`config.mk`:
```
export PLATFORM = sky130hd
export DESIGN_NAME = brick_map_flat
export DESIGN_NICKNAME = d
export VERILOG_FILES = /design/src/rtl/brick_map_if.sv /design/src/rtl/brick_map.sv /design/src/flat_wrapper.sv
export SDC_FILE = /design/constraint.sdc
export NUM_CORES = 1
export LEC_CHECK = 0
export CAP_MARGIN = 20
export CORE_UTILIZATION = 50
export CTS_CLUSTER_SIZE = 8
export DETAILED_ROUTE_END_ITERATION = 8
export PLACE_DENSITY = 0.87
export SYNTH_ARGS = -nofsm -noshare
export SYNTH_HDL_FRONTEND = slang
export SYNTH_SLANG_ARGS = --single-unit
export TNS_END_PERCENT = 10
```
`constraint.sdc`:
```
create_clock -name frame_clk -period 6.2 [get_ports frame_clk]
set_input_delay 1.55 -clock frame_clk [delete_from_list [all_inputs] [get_ports frame_clk]]
set_output_delay 1.55 -clock frame_clk [all_outputs]
set_load 0.01 [all_outputs]
```
`src/rtl/brick_map_if.sv`:
```
// Brick map bus: groups the ball-stage hit report and keyboard input
// with the wall state fed back to the ball stage and the colour mapper.
//   master : ball stage / keyboard side; drives key and hit fields, reads wall state
//   slave  : brick_map; reads key and hit fields, drives wall state
interface brick_map_if #(
    parameter int unsigned ROWS = 4,
    parameter int unsigned COLS = 10
);
    logic [7:0]           key;          // scancode, 8'h15 = new game
    logic                 Brick_Broke;  // hit report, level-sampled
    logic [2:0]           BreakX;       // row of hit brick
    logic [3:0]           BreakY;       // column of hit brick
    logic [ROWS*COLS-1:0] bricks;       // presence map, bit r*COLS+c
    logic [5:0]           bricks_left;  // present brick count
    logic [15:0]          score;        // saturating score
    logic                 load_busy;    // wall refill in progress
    logic                 break_ack;    // brick cleared this edge
    logic                 all_clear;    // loaded wall fully cleared

    modport master (
        output key, Brick_Broke, BreakX, BreakY,
        input  bricks, bricks_left, score, load_busy, break_ack, all_clear
    );

    modport slave (
        input  key, Brick_Broke, BreakX, BreakY,
        output bricks, bricks_left, score, load_busy, break_ack, all_clear
    );
endinterface

```
`src/rtl/brick_map.sv`:
```
// Brick-wall state store. Refills the wall one row per frame after reset or
// a new-game key, clears a brick on a valid hit report, and tracks the
// remaining-brick count and a saturating score.
// Ports:
//   frame_clk : sole clock (frame rate)
//   Reset     : synchronous, active-high reset
//   bus       : brick_map_if.slave (key, hit report in; wall state out)
module brick_map #(
    parameter int unsigned ROWS       = 4,
    parameter int unsigned COLS       = 10,
    parameter int unsigned ROW_POINTS = 10
) (
    input  logic          frame_clk,
    input  logic          Reset,
    brick_map_if.slave    bus
);

    localparam int unsigned NBricks = ROWS * COLS;
    localparam int unsigned RowW    = (ROWS > 1) ? $clog2(ROWS) : 1;
    localparam int unsigned IdxW    = (NBricks > 1) ? $clog2(NBricks) : 1;
    localparam logic [NBricks-1:0] RowMask    = NBricks'({COLS{1'b1}});
    localparam logic [7:0]         KeyNewGame = 8'h15;

    typedef enum logic [0:0] {StLoad, StReady} state_e;

    state_e               r_state,       w_state_nxt;
    logic [NBricks-1:0]   r_bricks,      w_bricks_nxt;
    logic [5:0]           r_bricks_left, w_bricks_left_nxt;
    logic [15:0]          r_score,       w_score_nxt;
    logic                 r_load_busy,   w_load_busy_nxt;
    logic                 r_break_ack,   w_break_ack_nxt;
    logic                 r_all_clear,   w_all_clear_nxt;
    logic [RowW-1:0]      r_row_ptr,     w_row_ptr_nxt;

    logic                 w_hit_in_range;
    logic [IdxW-1:0]      w_hit_idx;
    logic                 w_hit_valid;
    logic [16:0]          w_points;
    logic [16:0]          w_score_sum;

    assign w_hit_in_range = (32'(bus.BreakX) < ROWS) && (32'(bus.BreakY) < COLS);
    assign w_hit_idx      = IdxW'(32'(bus.BreakX) * COLS + 32'(bus.BreakY));
    // Index is only meaningful when in range; the bit test is gated accordingly.
    assign w_hit_valid    = bus.Brick_Broke && w_hit_in_range && r_bricks[w_hit_idx];
    assign w_points       = 17'(ROW_POINTS * (ROWS - 32'(bus.BreakX)));
    assign w_score_sum    = {1'b0, r_score} + w_points;

    always_comb begin
        w_state_nxt       = r_state;
        w_bricks_nxt      = r_bricks;
        w_bricks_left_nxt = r_bricks_left;
        w_score_nxt       = r_score;
        w_load_busy_nxt   = r_load_busy;
        w_break_ack_nxt   = 1'b0;
        w_row_ptr_nxt     = r_row_ptr;
        // Registered flag: rises one edge after the count hits zero in READY.
        w_all_clear_nxt   = (r_state == StReady) && (r_bricks_left == 6'd0);

        if (bus.key == KeyNewGame) begin
            // New game beats any hit report on the same edge.
            w_state_nxt       = StLoad;
            w_bricks_nxt      = '0;
            w_bricks_left_nxt = 6'd0;
            w_score_nxt       = 16'd0;
            w_load_busy_nxt   = 1'b1;
            w_row_ptr_nxt     = '0;
            w_all_clear_nxt   = 1'b0;
        end else begin
            unique case (r_state)
                StLoad: begin
                    w_bricks_nxt      = r_bricks | (RowMask << (32'(r_row_ptr) * COLS));
                    w_bricks_left_nxt = r_bricks_left + 6'(COLS);
                    if (r_row_ptr == RowW'(ROWS - 1)) begin
                        w_state_nxt     = StReady;
                        w_load_busy_nxt = 1'b0;
                        w_row_ptr_nxt   = '0;
                    end else begin
                        w_row_ptr_nxt = r_row_ptr + 1'b1;
                    end
                end
                StReady: begin
                    // Repeated reports for an already-cleared brick fail the bit test.
                    if (w_hit_valid) begin
                        w_bricks_nxt[w_hit_idx] = 1'b0;
                        if (r_bricks_left != 6'd0) begin
                            w_bricks_left_nxt = r_bricks_left - 6'd1;
                        end
                        w_score_nxt     = w_score_sum[16] ? 16'hFFFF : w_score_sum[15:0];
                        w_break_ack_nxt = 1'b1;
                    end
                end
                default: begin
                    w_state_nxt = StLoad;
                end
            endcase
        end
    end

    always_ff @(posedge frame_clk) begin
        if (Reset) begin
            r_state       <= StLoad;
            r_bricks      <= '0;
            r_bricks_left <= 6'd0;
            r_score       <= 16'd0;
            r_load_busy   <= 1'b1;
            r_break_ack   <= 1'b0;
            r_all_clear   <= 1'b0;
            r_row_ptr     <= '0;
        end else begin
            r_state       <= w_state_nxt;
            r_bricks      <= w_bricks_nxt;
            r_bricks_left <= w_bricks_left_nxt;
            r_score       <= w_score_nxt;
            r_load_busy   <= w_load_busy_nxt;
            r_break_ack   <= w_break_ack_nxt;
            r_all_clear   <= w_all_clear_nxt;
            r_row_ptr     <= w_row_ptr_nxt;
        end
    end

    assign bus.bricks      = r_bricks;
    assign bus.bricks_left = r_bricks_left;
    assign bus.score       = r_score;
    assign bus.load_busy   = r_load_busy;
    assign bus.break_ack   = r_break_ack;
    assign bus.all_clear   = r_all_clear;

endmodule
```
`src/flat_wrapper.sv`:
```
// flat-port wrapper written by rule: the top's interface ports become plain ports
module brick_map_flat 
#(
    parameter int unsigned ROWS       = 4,
    parameter int unsigned COLS       = 10,
    parameter int unsigned ROW_POINTS = 10
)
  (frame_clk, Reset, bus_key, bus_Brick_Broke, bus_BreakX, bus_BreakY, bus_bricks, bus_bricks_left, bus_score, bus_load_busy, bus_break_ack, bus_all_clear);
  brick_map_if #(.ROWS(ROWS), .COLS(COLS)) bus_i ();
  input  logic frame_clk;
  input  logic Reset;
  input wire logic [$bits(bus_i.key)-1:0] bus_key;
  input wire logic [$bits(bus_i.Brick_Broke)-1:0] bus_Brick_Broke;
  input wire logic [$bits(bus_i.BreakX)-1:0] bus_BreakX;
  input wire logic [$bits(bus_i.BreakY)-1:0] bus_BreakY;
  output wire logic [$bits(bus_i.bricks)-1:0] bus_bricks;
  output wire logic [$bits(bus_i.bricks_left)-1:0] bus_bricks_left;
  output wire logic [$bits(bus_i.score)-1:0] bus_score;
  output wire logic [$bits(bus_i.load_busy)-1:0] bus_load_busy;
  output wire logic [$bits(bus_i.break_ack)-1:0] bus_break_ack;
  output wire logic [$bits(bus_i.all_clear)-1:0] bus_all_clear;
  assign bus_i.key = bus_key;
  assign bus_i.Brick_Broke = bus_Brick_Broke;
  assign bus_i.BreakX = bus_BreakX;
  assign bus_i.BreakY = bus_BreakY;
  assign bus_bricks = bus_i.bricks;
  assign bus_bricks_left = bus_i.bricks_left;
  assign bus_score = bus_i.score;
  assign bus_load_busy = bus_i.load_busy;
  assign bus_break_ack = bus_i.break_ack;
  assign bus_all_clear = bus_i.all_clear;
  brick_map #(.ROWS(ROWS), .COLS(COLS), .ROW_POINTS(ROW_POINTS)) u_core (.frame_clk(frame_clk), .Reset(Reset), .bus(bus_i));
endmodule
```
[Yosys cells after proc, flatten, opt, wreduce, memory -nomap -nowiden]
Cells that the tools add are included.
Cells by class
  $add $sub $neg: 6
  multipliers: 3
  $lt $le $gt $ge: 4
  equality and inequality tests: 4
  shifts and indexed selects: 1
  mux-type cells: 14
  bitwise operators: 4
  reduce and logical (&&, ||, !) cells: 12
Operator list (number)
  one-hot mux 40 bit (2 select lines): 1
  AND 40 bit: 1
  two-way mux 40 bit: 1
  inverter 40 bit: 1
  bitwise OR 40 bit: 1
  << shifter 10 x 6 -> 40 bit, first input constant: 1
  multiplier 3 x 32 -> 16 bit, first input constant: 1
  adder 16 x 17 -> 17 bit: 1
  two-way mux 16 bit: 1
  two-way mux 6 bit: 2
  one-hot mux 6 bit (2 select lines): 1
  == test 8 x 5 -> 1 bit, second input constant: 1
  less-than comparator 6 x 7 -> 1 bit, second input constant: 1
  adder 6 x 4 -> 6 bit: 1
  adder 6 x 4 -> 6 bit, second input constant: 1
  binary-select mux 1 bit (select 6 bit): 1
  demux 1 bit (select 6 bit): 1
  >= comparator 6 x 1 -> 1 bit, second input constant: 1
  zero test 6 bit: 1
  AND reduction 2 bit: 3
  nonzero test 6 bit: 1
  subtractor 6 x 1 -> 6 bit, second input constant: 1
  logical AND 1 bit: 5
  multiplier 2 x 3 -> 5 bit, second input constant: 1
  other kinds (12): 17
Word-level totals
  register bits after elaboration: 68
  logic and storage cells: 56

[Logic depth before layout (Yosys ltp)]
  depth in word-level cells: 10
  depth in mapped cells: 17

[Least setup slack after synthesis]
Ideal clock, no wire load.
  path kind: input to register
  from: input bus_BreakX[1]
  to: register u_core.r_score[5] (netlist: u_core.bus.score[5])
  setup time: 0.091 ns
  arrival: 5.101 ns
  data required time: 6.109 ns
  setup slack: 1.008 ns
  stages on the path: 16
  buffers on the path: 1
  cells stage by stage: o21ai_1 > inv_1 > ha_1 > ha_1 > inv_1 > fa_1 > xnor2_1 > ha_1 > or2_2 > o31a_1 > a31oi_1 > o21ai_0 > o21ai_0 > nor2_1 > clkbuf_1 > a311oi_1
Between the ends
  longest elaborated chain between the ends: 6
RTL lines
  from (decl): line flat_wrapper.sv:14  | input wire logic [$bits(bus_i.BreakX)-1:0] bus_BreakX;
  branches (longest 6 deep; another with multiplier 3 x 32 -> 16 bit)
  to (signal assigned): line brick_map.sv:113  | r_score <= w_score_nxt;
  to (decl): line brick_map.sv:29  | logic [15:0] r_score, w_score_nxt;
Parallel ways; which one is timed is not known. The select of a mux whose other input is x is not followed.
A chain may end at the register's enable or synchronous reset.

[Worst setup path in the final report]
  from: input bus_BreakX[1]
  to: register u_core.r_score[8] (netlist: u_core.bus.score[8])
The elaborated chain is that of the path after synthesis.

==> flow_results.org <==
** Timing
- Setup ws final :: ~0.56 ns
- Pin slew with the least headroom to its limit :: about 0.93 ns
- Clock Skews :: 0.00772 ns
- Maximum frequency from static timing analysis :: between 150 and 200 MHz
- Total setup violations reported at the end of the flow :: 0
- Setup repair after global routing left no endpoint under its margin.
- Max-slew violation count :: 0
- After routing, the total negative slack on setup checks comes to 0 ns.
- Slew HR :: a little under two fifths
- Final period util :: between 90% and 100%
- The worst path needs around 5.6 ns of the cycle, external delays included.
- Final Hold Fails :: 0

** Synth
- Mapped Area :: approximately 0.0042 mm²
- Syn Area/Cell :: between 8 and 9 µm²
- Area contributors post-synth :: dfxtp_1 33%, ha_1 9.9%, o21ai_0 7.5%, a21oi_1 5.5%, mux4_2 4.3%
- By count the netlist is led by 68 x dfxtp_1, 62 x o21ai_0, 46 x a21oi_1.
- The biggest area contributor in the post-synthesis netlist is dfxtp_1.
- Proportion of synthesized flip-flops having asynchronous set or reset :: 0%
- In the post-synthesis netlist, the cell with the most instances is dfxtp_1.
- Main synth FF type :: dfxtp_1
- Unique masters post-synth :: 54
- Net Count, Synth :: approximately 530
- Synthesis-stage register bit count :: 68
- The synthesized design contains 0 enable-type register cells.
- Sequential cell area fraction in the yosys report :: 32.8%
- The synthesized design devotes to its leading area cell type about 33% of total area.
- Number of cells produced by synthesis :: 474
- Warning count from the yosys run :: 0

** Global routing
- Congestion Overflow GR :: 0
- Entering global routing, the biggest net connects 52 pins.
- First-pass GRT wire length :: 18.6 mm
- In the global route stage, overall resource usage came out at between 20% and 30%.
- Via count of the first global-routing pass :: just over 4000
- Initial antenna violation count :: 0

** Drt
- The first detailed-routing pass ran for 5 iterations.
- For this run, design rule violations remaining after detail routing come to 0.
- In the detailed route, the total length drawn on met3 is between 800 and 900 µm.
- WL/cell :: approximately 17 µm
- Highest metal used :: met4
- The detailed router put a total of around 4.6 mm of wire on met1.
- The final layout contains routed wiring with a total length of 11.1 mm.
- After detailed routing, the met2 layer carries 5.34 mm of wire.
- The detail route stage leaves a number of antenna-violating nets equal to 0.
- Via total after detailed routing :: ~4100
- The first routing iteration left between 200 and 250 violations.
- In the routed layout, each cell is associated on average with a via count of roughly 6.3.

** Layout
- Antenna fix cells :: 0
- In the final layout, the multi-input gates occupy approximately 0.0026 mm².
- Of the cells placed in the final design, the portion with a size suffix greater than 1 is under 10%.
- P&R area growth vs syn :: 25.9%
- In the final design database the tool counted between 500 and 600 nets.
- The layout has between 600 and 700 filler cells.
- Sequential cell area :: about 0.0014 mm²

** Min path
- The min-delay analysis places its worst path in the category reg2reg.

** Floorplanning
- Num rows :: 32
- For this configuration, the core starts out at a cell density of between 50% and 60%.
- The die covers around 0.0087 mm².
- 83 I/O pins were placed.
- The die is 93.1 µm wide.
- Die Height :: 93.1 µm
- Area of the core :: 0.00789 mm²

** Clock network
- Clock Root Buffer :: clkbuf_8
- The number of hold buffers added after CTS was 0.
- Clock-pin slew was measured on the worst setup and hold paths at about 0.080 ns.
- TritonCTS clock tree :: done
- Sink count of the clock tree :: 68
- Clock latency at the later pin of the worst-skew pair :: around 0.34 ns
- # resized after CTS :: 0
- Number of buffers created by CTS :: 9
- Number of post-CTS setup repair buffers :: 0
- Max Buffers Root-to-Sink :: 2
- H-Tree Level Count :: 3

** Power
- Clock Power Share :: about a quarter
- IR analysis of the VDD net gives a maximum drop of 158 µV.
- Sequential share of power :: 41.4%
- Switching power share of the total :: a little over a third
- Switching power summed over all nets :: a little under 500 µW
- The analysis attributes to cell leakage a power of between 2 and 2.5 nW.
- The internal power of the cells totals between 800 and 900 µW.
- Final Total Pwr :: 1.38 mW
- Per report_power, the combinational group accounts for 35.0% of the total.
- Power spread over the standard cell area amounts to approximately 270 mW/mm².

** Critical path
- The startpoint identified for the worst register-to-register timing path is u_core.bus.score[2].
- In this run the worst setup path begins at bus_BreakX[1].
- For the worst setup path, the data required time is around 6.4 ns.
- STA classifies the critical path startpoint as a primary input.
- In this run the worst path has a maximum fanout of 12.
- Capturing point of the worst reg2reg path :: u_core.bus.score[8]
- The worst register-to-register path has a depth of 10.
- The worst setup path is captured at a flop.
- Slack of the worst reg-to-reg path :: between 3 and 4 ns
- Worst setup path endpoint :: u_core.bus.score[8]
- STA puts the critical path data arrival time at just under 6 ns.
- The critical path is of the in2reg type.

** Placement
- The congestion estimate from routability-driven global placement came to roughly 0.9.
- Worst setup timing slack at the placement stage :: between 0.2 and 0.3 ns
- Quantity of I/O buffers inserted on ports :: 82
- Half-perimeter wire length of the detailed placement result :: between 8 and 9 mm

** Flow run
- Across the run, the number of max-cap violations was 0.

** Run status
- Outcome :: finished clean
-- power by group through the flow --
| stage | registers, mW | logic, mW | clock network (mW) |
|---|---|---|---|
| finish | 0.573 | 0.485 | 0.327 |
| floorplan | 0.588 | 0.257 | 0 |
| global placement | 0.574 | 0.464 | 0 |
| detailed placement | 0.579 | 0.480 | 0 |
| global route | 0.580 | 0.533 | 0.353 |
| CTS | 0.570 | 0.483 | 0.329 |
-- worst max-delay path, cell delays in order --
cell	delay (ns)
clkdlybuf4s50_1	0.52
o21ai_1	0.46
inv_1	0.16
ha_1	0.31
ha_1	0.13
inv_1	0.04
fa_1	0.38
xnor2_1	0.20
ha_1	0.30
or2_2	0.31
o31a_1	0.12
a31oi_1	0.31
o21ai_0	0.22
o21ai_0	0.21
buf_4	0.15
nor2_1	0.04
buf_4	0.18
a311oi_1	0.27
-- flip-flops by register name (all words and copies together), names as in the netlist --
signal and flops:
u_core.bus.bricks 40, u_core.bus.load_busy 1, u_core.bus.all_clear 1, u_core.r_state 1, u_core.r_row_ptr 2, u_core.bus.bricks_left 6
u_core.bus.score 16, u_core.bus.break_ack 1
-- per-stage QoR --
stage	hold WS (ns)	cells	utilization (%)	cell area, µm²
detailed placement	0.475	636	64.0	5050
global route	0.510	652	66.3	5230
CTS	0.490	652	66.3	5230
floorplan	0.470	474	-	4150
global placement	0.455	636	64.0	5050
finish	0.495	652	66.3	5230
-- final cells by class --
type                            instances  area share, %
Sequential cell                        68           26.0
Tap cell                              102           2.44
Clock inverter                          7           1.03
Multi-Input combinational cell        353           49.6
Timing Repair Buffer                   90           16.9
Inverter                               23           1.65
Clock buffer                            9           2.37
-- layout by cell type, fill, tap and decap left out, types with 12 or more instances in the layout --
cell and instances:
clkdlybuf4s50_1 82, dfxtp_1 68, o21ai_0 62, a21oi_1 45, ha_1 33, nor2_1 25
inv_1 23, nor3_1 17, a41oi_1 16, nand2_1 13, xnor2_1 12
-- kinds of logic after synthesis --
| kind of cell | share of synthesized area, % |
|---|---|
| compound gates | 27.6 |
| xor+xnor | 4.19 |
| fa+ha+maj | 11.4 |
| buf+inv | 5.12 |
| flops | 32.8 |
| mux | 6.60 |
| simple gates | 12.3 |
-- how the worst min path moves through the flow --
stage                     slack [ns]                    to  depth (start not counted)                  from
after floorplan                 0.47   u_core.bus.score[0]                          2   u_core.bus.score[0]
after global placement          0.45  u_core.bus.load_busy                          2  u_core.bus.load_busy
after detailed placement        0.47   u_core.bus.score[0]                          2   u_core.bus.score[0]
after CTS                       0.49   u_core.bus.score[0]                          2   u_core.bus.score[0]
after global routing            0.51   u_core.bus.score[0]                          2   u_core.bus.score[0]
final                           0.49  u_core.bus.load_busy                          2  u_core.bus.load_busy
-- metal layers --
metal | vias to the layer above | track usage (%)
li1 | 1938 | -
met1 | 1931 | 34.0
met2 | 222 | 43.9
met3 | 28 | 5.12
met4 | 0 | 11.0
met5 | - | 0
No activity file was read; power rests on OpenSTA's default activity.
